File: config.mk
export PLATFORM = sky130hd
export DESIGN_NAME = main_controller_multicycle_flat
export DESIGN_NICKNAME = d
export VERILOG_FILES = /design/src/rtl/main_controller_multicycle_if.sv /design/src/rtl/main_controller_multicycle.sv /design/src/flat_wrapper.sv
export SDC_FILE = /design/constraint.sdc
export NUM_CORES = 1
export LEC_CHECK = 0
export ABC_CLOCK_PERIOD_IN_PS = 2300
export BUFFER_PORTS_ARGS = -buffer_cell sky130_fd_sc_hd__buf_2
export CORE_UTILIZATION = 30
export CTS_CLUSTER_DIAMETER = 60
export DETAILED_ROUTE_END_ITERATION = 8
export HOLD_SLACK_MARGIN = 0.08
export PLACE_DENSITY = 0.54
export SYNTH_ARGS = -nofsm -noshare
export SYNTH_HDL_FRONTEND = slang
export SYNTH_SLANG_ARGS = --single-unit
File: constraint.sdc
create_clock -name clk -period 2.3 [get_ports clk]
set_clock_uncertainty 0.2 [all_clocks]
set_input_delay 0.115 -clock clk [delete_from_list [all_inputs] [get_ports clk]]
set_output_delay 0.115 -clock clk [all_outputs]
set_load 0.03 [all_outputs]
File: src/rtl/main_controller_multicycle_if.sv
`default_nettype none
// +--------------------------------------------------------------------------+
// | Interface : main_controller_multicycle_if                                |
// | Purpose   : Bundles the instruction fields, memory/mul-div handshakes    |
// |             and datapath control lines of the multicycle controller.     |
// | Ports     : master - controller side (decodes IR fields, drives control) |
// |             slave  - datapath side (supplies IR fields, consumes control)|
// | Revision  : 1.0 - initial release                                        |
// +--------------------------------------------------------------------------+
interface main_controller_multicycle_if #(
    parameter int CNT_W = 32
);
    // Datapath -> controller
    logic [6:0]       Opcode;
    logic [2:0]       Funct3;
    logic [6:0]       Funct7;
    logic [1:0]       Comp;
    logic             MemReady;
    logic             MulDivDone;
    // Controller -> datapath
    logic             MemRead;
    logic             MemWrite;
    logic             AddrSrc;
    logic             IRWrite;
    logic             PCWrite;
    logic [1:0]       PCSrc;
    logic [3:0]       ALUOp;
    logic [1:0]       ALUSrcB;
    logic             RegWrite;
    logic [2:0]       WritebackSrc;
    logic             MulDivStart;
    logic             Illegal;
    logic             BusError;
    logic [CNT_W-1:0] Retired;

    modport master (
        input  Opcode, Funct3, Funct7, Comp, MemReady, MulDivDone,
        output MemRead, MemWrite, AddrSrc, IRWrite, PCWrite, PCSrc, ALUOp,
               ALUSrcB, RegWrite, WritebackSrc, MulDivStart, Illegal,
               BusError, Retired
    );

    modport slave (
        output Opcode, Funct3, Funct7, Comp, MemReady, MulDivDone,
        input  MemRead, MemWrite, AddrSrc, IRWrite, PCWrite, PCSrc, ALUOp,
               ALUSrcB, RegWrite, WritebackSrc, MulDivStart, Illegal,
               BusError, Retired
    );
endinterface
`default_nettype wire

File: src/rtl/main_controller_multicycle.sv
`default_nettype none
// +--------------------------------------------------------------------------+
// | Module    : main_controller_multicycle                                   |
// | Purpose   : Multicycle RV32 subset control FSM (FETCH, DECODE, EXEC,     |
// |             MULDIV, MEM, WB, HALT) with memory wait timeout, sticky      |
// |             illegal/bus-error flags and a retired-instruction counter.   |
// | Ports     : clk - rising-edge clock                                      |
// |             rst - synchronous active-high reset                          |
// |             bus - controller (master) side of the control interface      |
// | Revision  : 1.0 - initial release                                        |
// +--------------------------------------------------------------------------+
module main_controller_multicycle #(
    parameter int ENABLE_MULDIV = 1,
    parameter int MEM_TIMEOUT   = 255,
    parameter int CNT_W         = 32
) (
    input  wire logic                    clk,
    input  wire logic                    rst,
    main_controller_multicycle_if.master bus
);

    typedef enum logic [2:0] {
        S_FETCH  = 3'd0,
        S_DECODE = 3'd1,
        S_EXEC   = 3'd2,
        S_MULDIV = 3'd3,
        S_MEM    = 3'd4,
        S_WB     = 3'd5,
        S_HALT   = 3'd6
    } state_t;

    typedef enum logic [3:0] {
        K_ILL    = 4'd0,
        K_ALU_R  = 4'd1,
        K_ALU_I  = 4'd2,
        K_MULDIV = 4'd3,
        K_LW     = 4'd4,
        K_SW     = 4'd5,
        K_BR     = 4'd6,
        K_JAL    = 4'd7,
        K_JALR   = 4'd8,
        K_LUI    = 4'd9,
        K_AUIPC  = 4'd10
    } kind_t;

    localparam logic [3:0]  c_ALU_ADD = 4'd0;
    localparam logic [3:0]  c_ALU_SUB = 4'd1;
    localparam logic [3:0]  c_ALU_XOR = 4'd2;
    localparam logic [3:0]  c_ALU_OR  = 4'd3;
    localparam logic [3:0]  c_ALU_AND = 4'd4;
    localparam logic [3:0]  c_ALU_SLL = 4'd5;
    localparam logic [3:0]  c_ALU_SRL = 4'd6;
    localparam logic [3:0]  c_ALU_LST = 4'd7;
    localparam logic [3:0]  c_ALU_MUL = 4'd8;
    localparam logic [3:0]  c_ALU_DIV = 4'd9;
    localparam logic [3:0]  c_ALU_NA  = 4'd15;
    localparam logic [15:0] c_TIMEOUT = 16'(MEM_TIMEOUT);
    localparam logic [CNT_W-1:0] c_ONE = CNT_W'(1);

    state_t           state_q, state_d;
    logic [15:0]      wait_q, wait_d;
    logic             illegal_q, illegal_d;
    logic             buserr_q, buserr_d;
    logic [CNT_W-1:0] retired_q, retired_d;
    // Set by reset; keeps the first FETCH cycle after reset from accepting
    // an instruction so IRWrite stays low during that cycle.
    logic             post_rst_q;

    kind_t       w_kind;
    logic [3:0]  w_aluop;
    logic        w_taken;
    logic [15:0] w_wait_inc;

    logic       w_mem_read, w_mem_write, w_addr_src, w_ir_write, w_pc_write;
    logic [1:0] w_pc_src, w_alu_src_b;
    logic [3:0] w_alu_op;
    logic       w_reg_write, w_md_start;
    logic [2:0] w_wb_src;

    // Instruction classification from the held instruction register fields.
    always_comb begin
        w_kind  = K_ILL;
        w_aluop = c_ALU_NA;
        case (bus.Opcode)
            7'h33: begin
                if (bus.Funct7 == 7'h00) begin
                    w_kind = K_ALU_R;
                    case (bus.Funct3)
                        3'd0:    w_aluop = c_ALU_ADD;
                        3'd1:    w_aluop = c_ALU_SLL;
                        3'd2:    w_aluop = c_ALU_LST;
                        3'd4:    w_aluop = c_ALU_XOR;
                        3'd5:    w_aluop = c_ALU_SRL;
                        3'd6:    w_aluop = c_ALU_OR;
                        3'd7:    w_aluop = c_ALU_AND;
                        default: w_kind  = K_ILL;
                    endcase
                end else if (bus.Funct7 == 7'h20 && bus.Funct3 == 3'd0) begin
                    w_kind  = K_ALU_R;
                    w_aluop = c_ALU_SUB;
                end else if (bus.Funct7 == 7'h01 && ENABLE_MULDIV != 0) begin
                    if (bus.Funct3 == 3'd0) begin
                        w_kind  = K_MULDIV;
                        w_aluop = c_ALU_MUL;
                    end else if (bus.Funct3 == 3'd4) begin
                        w_kind  = K_MULDIV;
                        w_aluop = c_ALU_DIV;
                    end
                end
            end
            7'h13: begin
                w_kind = K_ALU_I;
                case (bus.Funct3)
                    3'd0:    w_aluop = c_ALU_ADD;
                    3'd2:    w_aluop = c_ALU_LST;
                    3'd4:    w_aluop = c_ALU_XOR;
                    3'd6:    w_aluop = c_ALU_OR;
                    3'd7:    w_aluop = c_ALU_AND;
                    3'd5: begin
                        // Only the logical shift (srli) is supported.
                        w_aluop = c_ALU_SRL;
                        if (bus.Funct7 != 7'h00) w_kind = K_ILL;
                    end
                    default: w_kind = K_ILL;
                endcase
            end
            7'h03:   if (bus.Funct3 == 3'd2) w_kind = K_LW;
            7'h23:   if (bus.Funct3 == 3'd2) w_kind = K_SW;
            7'h63: begin
                if (bus.Funct3 == 3'd0 || bus.Funct3 == 3'd1 ||
                    bus.Funct3 == 3'd4 || bus.Funct3 == 3'd5) w_kind = K_BR;
            end
            7'h6F:   w_kind = K_JAL;
            7'h67:   if (bus.Funct3 == 3'd0) w_kind = K_JALR;
            7'h37:   w_kind = K_LUI;
            7'h17:   w_kind = K_AUIPC;
            default: w_kind = K_ILL;
        endcase
    end

    // Branch resolution from the comparator flag (0 EQU, 1 LST, 2 GRT, 3 NA).
    always_comb begin
        w_taken = 1'b0;
        case (bus.Funct3)
            3'd0:    w_taken = (bus.Comp == 2'd0);
            3'd1:    w_taken = (bus.Comp != 2'd0);
            3'd4:    w_taken = (bus.Comp == 2'd1);
            3'd5:    w_taken = (bus.Comp == 2'd0) || (bus.Comp == 2'd2);
            default: w_taken = 1'b0;
        endcase
    end

    assign w_wait_inc = wait_q + 16'd1;

    always_comb begin
        state_d     = state_q;
        wait_d      = '0;
        illegal_d   = illegal_q;
        buserr_d    = buserr_q;
        retired_d   = retired_q;
        w_mem_read  = 1'b0;
        w_mem_write = 1'b0;
        w_addr_src  = 1'b0;
        w_ir_write  = 1'b0;
        w_pc_write  = 1'b0;
        w_pc_src    = 2'd3;
        w_alu_op    = c_ALU_NA;
        w_alu_src_b = 2'd3;
        w_reg_write = 1'b0;
        w_wb_src    = 3'd1;
        w_md_start  = 1'b0;

        case (state_q)
            S_FETCH: begin
                w_mem_read = 1'b1;
                if (post_rst_q) begin
                    state_d = S_FETCH;
                end else if (bus.MemReady) begin
                    w_ir_write = 1'b1;
                    state_d    = S_DECODE;
                end else if (w_wait_inc == c_TIMEOUT) begin
                    state_d  = S_HALT;
                    buserr_d = 1'b1;
                end else begin
                    wait_d = w_wait_inc;
                end
            end

            S_DECODE: begin
                if (w_kind == K_ILL) begin
                    state_d   = S_HALT;
                    illegal_d = 1'b1;
                end else begin
                    state_d = S_EXEC;
                end
            end

            S_EXEC: begin
                case (w_kind)
                    K_ALU_R: begin
                        w_alu_op    = w_aluop;
                        w_alu_src_b = 2'd0;
                        state_d     = S_WB;
                    end
                    K_ALU_I: begin
                        w_alu_op    = w_aluop;
                        w_alu_src_b = 2'd1;
                        state_d     = S_WB;
                    end
                    K_MULDIV: begin
                        w_alu_op    = w_aluop;
                        w_alu_src_b = 2'd0;
                        w_md_start  = 1'b1;
                        state_d     = S_MULDIV;
                    end
                    K_LW, K_SW: begin
                        w_alu_op    = c_ALU_ADD;
                        w_alu_src_b = 2'd1;
                        state_d     = S_MEM;
                    end
                    K_BR: begin
                        w_pc_write = 1'b1;
                        w_pc_src   = w_taken ? 2'd1 : 2'd0;
                        retired_d  = retired_q + c_ONE;
                        state_d    = S_FETCH;
                    end
                    K_JAL, K_JALR, K_LUI, K_AUIPC: begin
                        state_d = S_WB;
                    end
                    default: begin
                        // IR changed under us after decode; treat as illegal.
                        state_d   = S_HALT;
                        illegal_d = 1'b1;
                    end
                endcase
            end

            S_MULDIV: begin
                w_alu_op = w_aluop;
                if (bus.MulDivDone) state_d = S_WB;
            end

            S_MEM: begin
                w_addr_src  = 1'b1;
                w_mem_read  = (w_kind == K_LW);
                w_mem_write = (w_kind == K_SW);
                // A ready on the cycle the count would hit the limit completes
                // normally, so MemReady is tested before the timeout.
                if (bus.MemReady) begin
                    if (w_kind == K_LW) begin
                        state_d = S_WB;
                    end else begin
                        w_pc_write = 1'b1;
                        w_pc_src   = 2'd0;
                        retired_d  = retired_q + c_ONE;
                        state_d    = S_FETCH;
                    end
                end else if (w_wait_inc == c_TIMEOUT) begin
                    state_d  = S_HALT;
                    buserr_d = 1'b1;
                end else begin
                    wait_d = w_wait_inc;
                end
            end

            S_WB: begin
                w_reg_write = 1'b1;
                w_pc_write  = 1'b1;
                retired_d   = retired_q + c_ONE;
                state_d     = S_FETCH;
                case (w_kind)
                    K_LW:         w_wb_src = 3'd0;
                    K_JAL:        w_wb_src = 3'd2;
                    K_JALR:       w_wb_src = 3'd2;
                    K_LUI:        w_wb_src = 3'd3;
                    K_AUIPC:      w_wb_src = 3'd4;
                    default:      w_wb_src = 3'd1;
                endcase
                case (w_kind)
                    K_JAL:   w_pc_src = 2'd1;
                    K_JALR:  w_pc_src = 2'd2;
                    default: w_pc_src = 2'd0;
                endcase
            end

            S_HALT: begin
                state_d = S_HALT;
            end

            default: begin
                state_d = S_FETCH;
            end
        endcase

        // Whatever state the register holds while reset is applied, no
        // side-effecting strobe may leave the controller.
        if (rst) begin
            w_mem_read  = 1'b0;
            w_mem_write = 1'b0;
            w_ir_write  = 1'b0;
            w_pc_write  = 1'b0;
            w_reg_write = 1'b0;
            w_md_start  = 1'b0;
        end
    end

    always_ff @(posedge clk) begin
        if (rst) begin
            state_q    <= S_FETCH;
            wait_q     <= '0;
            illegal_q  <= 1'b0;
            buserr_q   <= 1'b0;
            retired_q  <= '0;
            post_rst_q <= 1'b1;
        end else begin
            state_q    <= state_d;
            wait_q     <= wait_d;
            illegal_q  <= illegal_d;
            buserr_q   <= buserr_d;
            retired_q  <= retired_d;
            post_rst_q <= 1'b0;
        end
    end

    assign bus.MemRead      = w_mem_read;
    assign bus.MemWrite     = w_mem_write;
    assign bus.AddrSrc      = w_addr_src;
    assign bus.IRWrite      = w_ir_write;
    assign bus.PCWrite      = w_pc_write;
    assign bus.PCSrc        = w_pc_src;
    assign bus.ALUOp        = w_alu_op;
    assign bus.ALUSrcB      = w_alu_src_b;
    assign bus.RegWrite     = w_reg_write;
    assign bus.WritebackSrc = w_wb_src;
    assign bus.MulDivStart  = w_md_start;
    assign bus.Illegal      = illegal_q;
    assign bus.BusError     = buserr_q;
    assign bus.Retired      = retired_q;

endmodule
`default_nettype wire

File: src/flat_wrapper.sv
// flat-port wrapper written by rule: the top's interface ports become plain ports
module main_controller_multicycle_flat 
#(
    parameter int ENABLE_MULDIV = 1,
    parameter int MEM_TIMEOUT   = 255,
    parameter int CNT_W         = 32
)
  (clk, rst, bus_Opcode, bus_Funct3, bus_Funct7, bus_Comp, bus_MemReady, bus_MulDivDone, bus_MemRead, bus_MemWrite, bus_AddrSrc, bus_IRWrite, bus_PCWrite, bus_PCSrc, bus_ALUOp, bus_ALUSrcB, bus_RegWrite, bus_WritebackSrc, bus_MulDivStart, bus_Illegal, bus_BusError, bus_Retired);
  main_controller_multicycle_if #(.CNT_W(CNT_W)) bus_i ();
  input  wire logic clk;
  input  wire logic rst;
  input wire logic [$bits(bus_i.Opcode)-1:0] bus_Opcode;
  input wire logic [$bits(bus_i.Funct3)-1:0] bus_Funct3;
  input wire logic [$bits(bus_i.Funct7)-1:0] bus_Funct7;
  input wire logic [$bits(bus_i.Comp)-1:0] bus_Comp;
  input wire logic [$bits(bus_i.MemReady)-1:0] bus_MemReady;
  input wire logic [$bits(bus_i.MulDivDone)-1:0] bus_MulDivDone;
  output wire logic [$bits(bus_i.MemRead)-1:0] bus_MemRead;
  output wire logic [$bits(bus_i.MemWrite)-1:0] bus_MemWrite;
  output wire logic [$bits(bus_i.AddrSrc)-1:0] bus_AddrSrc;
  output wire logic [$bits(bus_i.IRWrite)-1:0] bus_IRWrite;
  output wire logic [$bits(bus_i.PCWrite)-1:0] bus_PCWrite;
  output wire logic [$bits(bus_i.PCSrc)-1:0] bus_PCSrc;
  output wire logic [$bits(bus_i.ALUOp)-1:0] bus_ALUOp;
  output wire logic [$bits(bus_i.ALUSrcB)-1:0] bus_ALUSrcB;
  output wire logic [$bits(bus_i.RegWrite)-1:0] bus_RegWrite;
  output wire logic [$bits(bus_i.WritebackSrc)-1:0] bus_WritebackSrc;
  output wire logic [$bits(bus_i.MulDivStart)-1:0] bus_MulDivStart;
  output wire logic [$bits(bus_i.Illegal)-1:0] bus_Illegal;
  output wire logic [$bits(bus_i.BusError)-1:0] bus_BusError;
  output wire logic [$bits(bus_i.Retired)-1:0] bus_Retired;
  assign bus_i.Opcode = bus_Opcode;
  assign bus_i.Funct3 = bus_Funct3;
  assign bus_i.Funct7 = bus_Funct7;
  assign bus_i.Comp = bus_Comp;
  assign bus_i.MemReady = bus_MemReady;
  assign bus_i.MulDivDone = bus_MulDivDone;
  assign bus_MemRead = bus_i.MemRead;
  assign bus_MemWrite = bus_i.MemWrite;
  assign bus_AddrSrc = bus_i.AddrSrc;
  assign bus_IRWrite = bus_i.IRWrite;
  assign bus_PCWrite = bus_i.PCWrite;
  assign bus_PCSrc = bus_i.PCSrc;
  assign bus_ALUOp = bus_i.ALUOp;
  assign bus_ALUSrcB = bus_i.ALUSrcB;
  assign bus_RegWrite = bus_i.RegWrite;
  assign bus_WritebackSrc = bus_i.WritebackSrc;
  assign bus_MulDivStart = bus_i.MulDivStart;
  assign bus_Illegal = bus_i.Illegal;
  assign bus_BusError = bus_i.BusError;
  assign bus_Retired = bus_i.Retired;
  main_controller_multicycle #(.ENABLE_MULDIV(ENABLE_MULDIV), .MEM_TIMEOUT(MEM_TIMEOUT), .CNT_W(CNT_W)) u_core (.clk(clk), .rst(rst), .bus(bus_i));
endmodule
Word level (Yosys, flattened, before mapping)
Index checks and enable logic that the tools add are counted.
{"block": "totals", "mem_count": 0, "output_inout_bits": 52, "latchBits": 0, "rom_bits": 0, "ramBits": 0, "input_bits": 23, "reg_bits": 54}
{"block": "op_classes", "n_eq_ne": 43, "order_cmp": 0, "n_addsub": 2, "n_div": 0, "n_bitwise": 0, "shifts": 0, "n_mux": 78, "reduce_logical": 27, "n_mul": 0}
{"operator": "32-bit two-way mux", "count": 3}
{"operator": "32-bit one-hot mux with 3 select lines", "count": 1}
{"operator": "16-bit two-way mux", "count": 3}
{"operator": "3-bit two-way mux", "count": 12}
{"operator": "4-bit two-way mux", "count": 9}
{"operator": "4-bit one-hot mux with 9 select lines", "count": 1}
{"operator": "32-bit by 1-bit adder with 32-bit output, second input constant", "count": 1}
{"operator": "16-bit one-hot mux with 2 select lines", "count": 1}
{"operator": "4-bit one-hot mux with 2 select lines", "count": 4}
{"operator": "7-bit by 6-bit == test with 1-bit output, second input constant", "count": 4}
{"operator": "4-bit one-hot mux with 7 select lines", "count": 1}
{"operator": "1-bit two-way mux", "count": 25}
{"operator": "3-bit one-hot mux with 4 select lines", "count": 2}
{"operator": "4-bit one-hot mux with 6 select lines", "count": 1}
{"operator": "3-bit == test, second input constant", "count": 7}
{"operator": "7-bit == test, second input constant", "count": 3}
{"operator": "3-bit one-hot mux with 6 select lines", "count": 1}
{"operator": "16-bit by 1-bit adder with 16-bit output, second input constant", "count": 1}
{"operator": "16-bit by 8-bit == test with 1-bit output, second input constant", "count": 1}
{"operator": "4-bit by 3-bit == test with 1-bit output, second input constant", "count": 4}
{"operator": "7-bit by 5-bit == test with 1-bit output, second input constant", "count": 2}
{"operator": "4-bit == test, second input constant", "count": 3}
{"operator": "2-bit two-way mux", "count": 6}
{"operator": "2-bit inequality test, second input constant", "count": 5}
{"operator": "other kinds (32)", "count": 49}

Longest topological paths before layout
Gate-level depths: netlist (run 1).
{"block": "depth", "depth_word": 12, "depth_mapped": 9, "ltp_nobuf": 7}

Worst setup path before layout (run 1)
Ideal clock, no wire load.
{"block": "synth_path", "kind": "flip-flop to output port", "start": "register u_core.state_q[2]", "end": "output bus_MemWrite", "path_slack_ns": -0.815, "arrival_ns": 2.800, "stages_incl_launch_ff": 5, "cell_sequence": "dfxtp_1 -> clkbuf_1 -> inv_1 -> nor3_1 -> nor4b_1"}
{"block": "synth_via", "elab_chain_cells": 3}
{"element": "from (decl)", "line_no": "main_controller_multicycle.sv:60", "text": "state_t state_q, state_d;"}
{"element": "from (signal assigned)", "line_no": "main_controller_multicycle.sv:316", "text": "state_q <= state_d;"}
{"element": "3-bit == test", "line_no": "main_controller_multicycle.sv:173", "text": "case (state_q)"}
{"element": "1-bit two-way mux", "line_no": "main_controller_multicycle.sv:173"}
{"element": "1-bit two-way mux", "line_no": "main_controller_multicycle.sv:297", "text": "if (rst) begin"}
{"element": "to (decl)", "line_no": "flat_wrapper.sv:19", "text": "output wire logic [$bits(bus_i.MemWrite)-1:0] bus_MemWrite;"}
No other way between the ends.

Final worst setup path (run 1)
{"block": "layout_path", "start": "register u_core.wait_q[1]", "end": "register u_core.wait_q[5]"}
{"block": "layout_via", "elab_chain_cells": 6}
{"element": "from (decl)", "line_no": "main_controller_multicycle.sv:61", "text": "logic [15:0] wait_q, wait_d;"}
{"element": "from (signal assigned)", "line_no": "main_controller_multicycle.sv:317", "text": "wait_q <= wait_d;"}
{"element": "16-bit by 1-bit adder with 16-bit output (*)", "line_no": "main_controller_multicycle.sv:153", "text": "assign w_wait_inc = wait_q + 16'd1;"}
{"element": "16-bit by 8-bit == test with 1-bit output", "line_no": "main_controller_multicycle.sv:181, main_controller_multicycle.sv:258"}
{"element": "16-bit two-way mux (*)", "line_no": "main_controller_multicycle.sv:181, main_controller_multicycle.sv:258"}
{"element": "16-bit two-way mux (*)", "line_no": "main_controller_multicycle.sv:249", "text": "if (bus.MemReady) begin"}
{"element": "16-bit two-way mux", "line_no": "main_controller_multicycle.sv:176", "text": "if (post_rst_q) begin"}
{"element": "16-bit one-hot mux with 2 select lines (*)", "line_no": "main_controller_multicycle.sv:173"}
Every way passes the cells marked *; elsewhere a longest branch is shown, timed or not.
A chain may end at the register's enable or synchronous reset.

==> results of run 1 <==
[placed cells by master, fill, tap and decap left out, types with 5 or more instances in the layout]
master and instances:
xor2_1 32, nand2_1 33, buf_2 73, clkbuf_16 5
xnor2_1 15, nor4_2 5, dfxtp_1 49, a21oi_1 14
nor2b_1 6, nor3_1 14, nand3_1 27, buf_4 58
a211oi_1 5, inv_1 15, and3_1 8, nor2_1 71
o21ai_0 14, nand4_1 19
[worst max path at each step]
stage | startpoint | to | slack (ns) | depth (start not counted)
floorplan | u_core.wait_q[0]$_SDFF_PP0_ | u_core.state_q[1]$_SDFFE_PP0P_ | 0.008 | 8
global route | u_core.wait_q[4]$_SDFF_PP0_ | u_core.wait_q[5]$_SDFF_PP0_ | -0.03 | 8
detailed placement | u_core.wait_q[1]$_SDFF_PP0_ | u_core.state_q[1]$_SDFFE_PP0P_ | -0.03 | 6
CTS | u_core.state_q[1]$_SDFFE_PP0P_ | bus_PCSrc[0] | 0.001 | 8
finish | u_core.wait_q[1]$_SDFF_PP0_ | u_core.wait_q[5]$_SDFF_PP0_ | 0.06 | 9
global placement | u_core.wait_q[1]$_SDFF_PP0_ | u_core.state_q[1]$_SDFFE_PP0P_ | -0.03 | 6
[power by group through the flow]
| stage | registers [mW] | logic, mW | clock network, mW |
|---|---|---|---|
| CTS | 0.960 | 0.388 | 0.921 |
| finish | 0.961 | 0.407 | 0.895 |
| detailed placement | 0.982 | 0.381 | 0 |
| global placement | 0.981 | 0.380 | 0 |
| global route | 0.964 | 0.442 | 0.964 |
| floorplan | 0.994 | 0.212 | 0 |
[worst min-delay path: cells and delay by family]
| kind | cells | cell delay [ns] |
|---|---|---|
| buf+inv | 1 | 0.17 |
| simple gates | 2 | 0.19 |
| compound gates | 1 | 0.08 |
[flip-flops by register name, indices dropped and copies added (netlist names)]
signal and count:
u_core.bus.BusError 1, u_core.post_rst_q 1, u_core.wait_q 16, u_core.bus.Illegal 1, u_core.state_q 3, u_core.bus.Retired 32
[kinds of logic after synthesis]
logic type,share of synthesized area
and+or+nand+nor,0.3387
buffers and inverters,0.04160
muxes,0.005891
xor gates and xnor gates,0.1211
AOI/OAI and AO/OA,0.1635
adders and majority gates,0.01105
DFF,0.3181
[layout make-up]
class                           count  area, um^2
Sequential cell                    54        1092
Inverter                           15       56.30
Clock buffer                        6       138.9
Multi-Input combinational cell    353        2308
Clock inverter                      2       38.79
Fill cell                        1140        6236
Timing Repair Buffer              137       889.6
Tap cell                          140       175.2
[metal layers]
| metal | wire, um | vias to the layer above | part of all wire |
|---|---|---|---|
| li1 | - | 1822 | - |
| met3 | 434 | 4 | 0.044 |
| met1 | 4712 | 1722 | 0.48 |
| met2 | 4538 | 79 | 0.46 |
| met4 | 85 | 0 | 0.0087 |
| met5 | 0 | - | 0 |
[stage by stage]
stage	hold slack [ns]	TNS, ns	utilization	power (mW)
after floorplan	-0.05728	0	-	1.206
after global placement	0.2573	-0.02622	0.3981	1.362
after detailed placement	0.2554	-0.05111	0.3981	1.364
after CTS	0.08343	0	0.4197	2.268
after global routing	0.1001	-0.1860	0.4297	2.370
final	0.09781	0	0.4297	2.263
[what timing repair did]
item,4_1_cts,5_1_grt
hold buffers,1,0
hold endpoints to repair,10,0
resized for setup,10,18
pin swaps,3,7
setup buffers,0,6
setup endpoints to repair,13,22
==> qor.yml, run 1 <==
status: "completed"
fin_nets: 592
slew_viol_final: 0
pwr-share-seq: 0.425
period_share: 0.9727
critical_path_class: "reg2reg"
post_drt_wl_per_cell_um: 13.82
reg2reg_depth: 9
min_path_type: "in2reg"
synth_flop_cell: "dfxtp_1"
hold-path-endpoint: "u_core.wait_q[13]$_SDFF_PP0_"
synth_cell_types: 64
wirelength_um: 9771
vias: 3627
yosys.area.top_type: "dfxtp_1"
path_max_fanout: 7
cpPeakStageDelay_ns: 0.39
antenna_left: 0
ir_worst_vdd_v: 0.0003335
cts-root-buf: "clkbuf_16"
cp.required_ns: 2.28
syn_to_final_growth_pct: 38.29
p_int_mw: 1.660
path_delay_family: "simple AND/OR/NAND/NOR gates"
slowest_stage: "dfxtp_4"
crit_top_cell: "buf_4"
start_util: 0.3108
power_leakage_nw: 1.828
die_h_um: 108.4
yosys-top-cells-area: "dfxtp_1 32%, xor2_1 8.2%, nor2_1 8.0%"
maxSlewHeadroom: 0.6715
fp.dieArea_mm2: 0.01176
route.detailed.drc: 0
overflow: 0
yosysMostFrequentCell: "nor2_1"
syn_area_mm2: 0.003398
ff2ff_setup_slack_ns: 0.06
cts_tree: "done"
hold_depth: 4
hold_violations: 0
grtUsageMet2: 0.2731
core_area_mm2: 0.01094
yosysTopAreaCellShare: 0.3181
start_kind: "flip-flop"
crit_arrival_ns: 2.21
end_kind: "flip-flop"
die_w_um: 108.4
synth_edf_count: 0
period_needed_ns: 2.237
crit_chain: "nand3_4, buf_4, nor4_1, and4b_1, o2111ai_2, buf_4, o21bai_2, buf_4, a21oi_1"
ys_seq_area_frac: 0.3181
yosys-top-cells-count: "72 x nor2_1, 54 x dfxtp_1, 35 x nand2_1"
timing.rr.end: "u_core.wait_q[5]$_SDFF_PP0_"
switching_share: 0.2665
syn_nets: 469
avgSynthCellArea_um2: 7.671
cap_violations: 0
num_rows: 38
tightest_slew_ns: 0.4919
pin_count: 75
place_area_mm2: 0.004353
hold_start: "bus_MemReady"
hpwl_um: 7169
grt_busiest_layer: "met2"
gr-usage-met1: 0.2260
grt_pass1_vias: 3298
setup_violations: 0
yosys_warnings: 0
power_density_mw_per_mm2: 481.5
path_buf_inv: 3
place_inst: 692
first_pass_iters: 4
first_iter_violations: 173
ys_ff_latch: 54
ctsLongestPathBuffers: 2
grt_antenna_before_repair: 0
p_comb_frac: 0.180
setup_ws_ns: 0.06270
h-tree-depth: 2
via_per_inst: 5.130
n_antenna_cell: 0
track_usage: 0.1669
cts_buffers: 5
rsz0062_at_grt: "true"
async_flop_share: 0
place_congestion: 0.8369
clkSinkCount: 54
grt_start_max_net_pins: 27
switching_power_mw: 0.6031
stdcell_count: 707
rr_startpoint: "u_core.wait_q[1]$_SDFF_PP0_"
io_buffers: 74
dp_slack_ns: -0.03083
drive_gt1_frac: 0.3210
clkTransAtPathRegs_ns: 0.08
clkPwrFrac: 0.395
grt_pass1_wl_um: 15860
final_area_mm2: 0.004700
fmax_mhz: 447.0
met3_usage: 0.02652
clkLatencyLatePin_ns: 0.30
synthCells: 443
Note: power is estimated with default switching activity, not from simulation.
==> run 2: changes to the inputs <==
--- a/config.mk
+++ b/config.mk
@@ -8,6 +8,7 @@
 export ABC_CLOCK_PERIOD_IN_PS = 2300
 export BUFFER_PORTS_ARGS = -buffer_cell sky130_fd_sc_hd__buf_2
 export CORE_UTILIZATION = 30
+export CTS_BUF_LIST = sky130_fd_sc_hd__clkbuf_2 sky130_fd_sc_hd__clkbuf_4 sky130_fd_sc_hd__clkbuf_8
 export CTS_CLUSTER_DIAMETER = 60
 export DETAILED_ROUTE_END_ITERATION = 8
 export HOLD_SLACK_MARGIN = 0.08
==> run 2 against run 1 <==
  * Final cell count grew 0.42%
  * Global-route usage rose by 0.11 points
  * Worst hold slack better by 0.050 ns
  * Sequential share of layout area up 0.14 points
  * Worst setup slack improved by 0.017 ns
  * Flip-flop and latch count unchanged
  * Register-to-register slack improved by 0.02 ns
  * Die area stayed put
  * Critical path type is now in2out
  * Critical endpoint is now bus_MemWrite
==> qor.yml, run 2 (synthesized netlist as in run 1, its figures left out) <==
reg2reg_depth: 7
core_area_mm2: 0.01094
first_iter_violations: 159
grt_antenna_before_repair: 0
h-tree-depth: 2
crit_chain: "buf_2, or4b_2, or3_1, nor4b_2, buf_2"
multi_input_area_mm2: 0.002326
die_w_um: 108.4
status: "completed"
ir_worst_vdd_v: 0.0002789
final_common_cell: "buf_2"
start_util: 0.3108
start_kind: "input pin"
mostFrequentLayoutCells: "72 x buf_2, 71 x nor2_1, 61 x buf_4"
period_share: 0.9653
largest_register_ffs: 32
vias: 3615
die_h_um: 108.4
path_delay_family: "simple AND/OR/NAND/NOR gates"
setup_violations: 0
pin_count: 75
slew_viol_final: 0
track_usage: 0.1681
overflow: 0
slowest_stage: "or4b_2"
post_drt_wl_per_cell_um: 13.70
ff_latch_area_mm2: 0.001097
cp.required_ns: 1.99
clkSinkCount: 54
route.detailed.drc: 0
rr_startpoint: "u_core.wait_q[1]$_SDFF_PP0_"
fin_nets: 595
place_area_mm2: 0.004353
crit_arrival_ns: 1.91
power_leakage_nw: 1.819
syn_to_final_growth_pct: 38.11
maxSlewHeadroom: 0.6717
grt_start_max_net_pins: 27
min_path_type: "in2reg"
io_buffers: 74
rsz0062_at_grt: "true"
first_pass_iters: 4
cap_violations: 0
cp.depth: 5
hold_violations: 0
timing.rr.end: "u_core.state_q[1]$_SDFFE_PP0P_"
path_max_fanout: 4
final_area_mm2: 0.004693
cpPeakStageDelay_ns: 0.75
critical_path_class: "in2out"
clkLatencyLatePin_ns: 0.32
place_congestion: 0.8369
fillers: 1139
drive_gt1_frac: 0.3263
crit_top_cell: "buf_2"
path_buf_inv: 2
hold_start: "bus_MulDivDone"
hold_depth: 5
tns_ns: 0
cts_tree: "done"
fp.dieArea_mm2: 0.01176
end_kind: "output pin"
fmax_mhz: 450.4
antenna_left: 0
cts_buffers: 5
period_needed_ns: 2.220
num_rows: 38
grt_pass1_vias: 3315
clkTransAtPathRegs_ns: 0.08
tightest_slew_ns: 0.4916
hpwl_um: 7169
via_per_inst: 5.092
wirelength_um: 9728
n_antenna_cell: 0
cts-root-buf: "clkbuf_8"
hold-path-endpoint: "u_core.state_q[1]$_SDFFE_PP0P_"
ff2ff_setup_slack_ns: 0.08
power_density_mw_per_mm2: 437.5
ctsLongestPathBuffers: 2
grt_pass1_wl_um: 15930
[run 2: cell types whose count changed in the layout (fill, tap and decap cells not counted), sizes merged]
cell,change
buf,+2
dlygate4sd3,+1
[run 2: what timing repair did]
item,4_1_cts,5_1_grt
cloned,0,0
setup endpoints to repair,12,29
pin swaps,2,9
hold buffers,2,0
resized for setup,12,22
hold endpoints to repair,12,0
buffers inserted,2,6
[run 2: how the worst max path moves through the flow]
stage,start,to
2_1_floorplan,u_core.wait_q[0]$_SDFF_PP0_,u_core.state_q[1]$_SDFFE_PP0P_
3_3_place_gp,u_core.wait_q[1]$_SDFF_PP0_,u_core.state_q[1]$_SDFFE_PP0P_
3_5_place_dp,u_core.wait_q[1]$_SDFF_PP0_,u_core.state_q[1]$_SDFFE_PP0P_
4_1_cts,u_core.state_q[1]$_SDFFE_PP0P_,u_core.bus.Retired[31]$_SDFFE_PP0P_
5_1_grt,u_core.wait_q[4]$_SDFF_PP0_,u_core.state_q[1]$_SDFFE_PP0P_
6_report,bus_Opcode[6],bus_MemWrite
[run 2: through the flow]
stage	cells	power, mW	hold slack [ns]	setup WS (ns)	utilization
after floorplan	443	1.206	-0.05728	0.008353	-
after global placement	692	1.362	0.2573	-0.02622	0.3981
after detailed placement	692	1.364	0.2554	-0.03083	0.3981
after CTS	704	2.060	0.1229	0.0008509	0.4172
after global routing	710	2.159	0.1611	-0.01370	0.4292
final	710	2.053	0.1483	0.07982	0.4292
[run 2: final cells by class]
type / instances / area share
multi-input combinational: 353 / 0.4956
inverter: 15 / 0.01200
clock inverter: 2 / 0.008264
clock buffer: 6 / 0.01760
tap: 140 / 0.03732
sequential: 54 / 0.2338
timing repair buffer: 140 / 0.1954
[run 2: worst min-delay path, cell delays in order]
cell      delay, ns
buf_2          0.09
o21ai_0        0.08
nand3_1        0.08
and3_1         0.18
a221oi_2       0.06
[run 2: metal layers]
layer	vias to the layer above	wire length [um]	track usage
li1	1831	-	-
met1	1686	4620	0.2249
met2	91	4507	0.2785
met3	7	495	0.02291
met4	0	106	0.05116
met5	-	0	0
[run 2: power breakdown]
part           internal, mW  switching (mW)  total (mW)
clock                 0.359           0.324       0.682
combinational         0.168           0.244       0.413
sequential            0.945          0.0133       0.958
total                  1.47           0.581        2.05
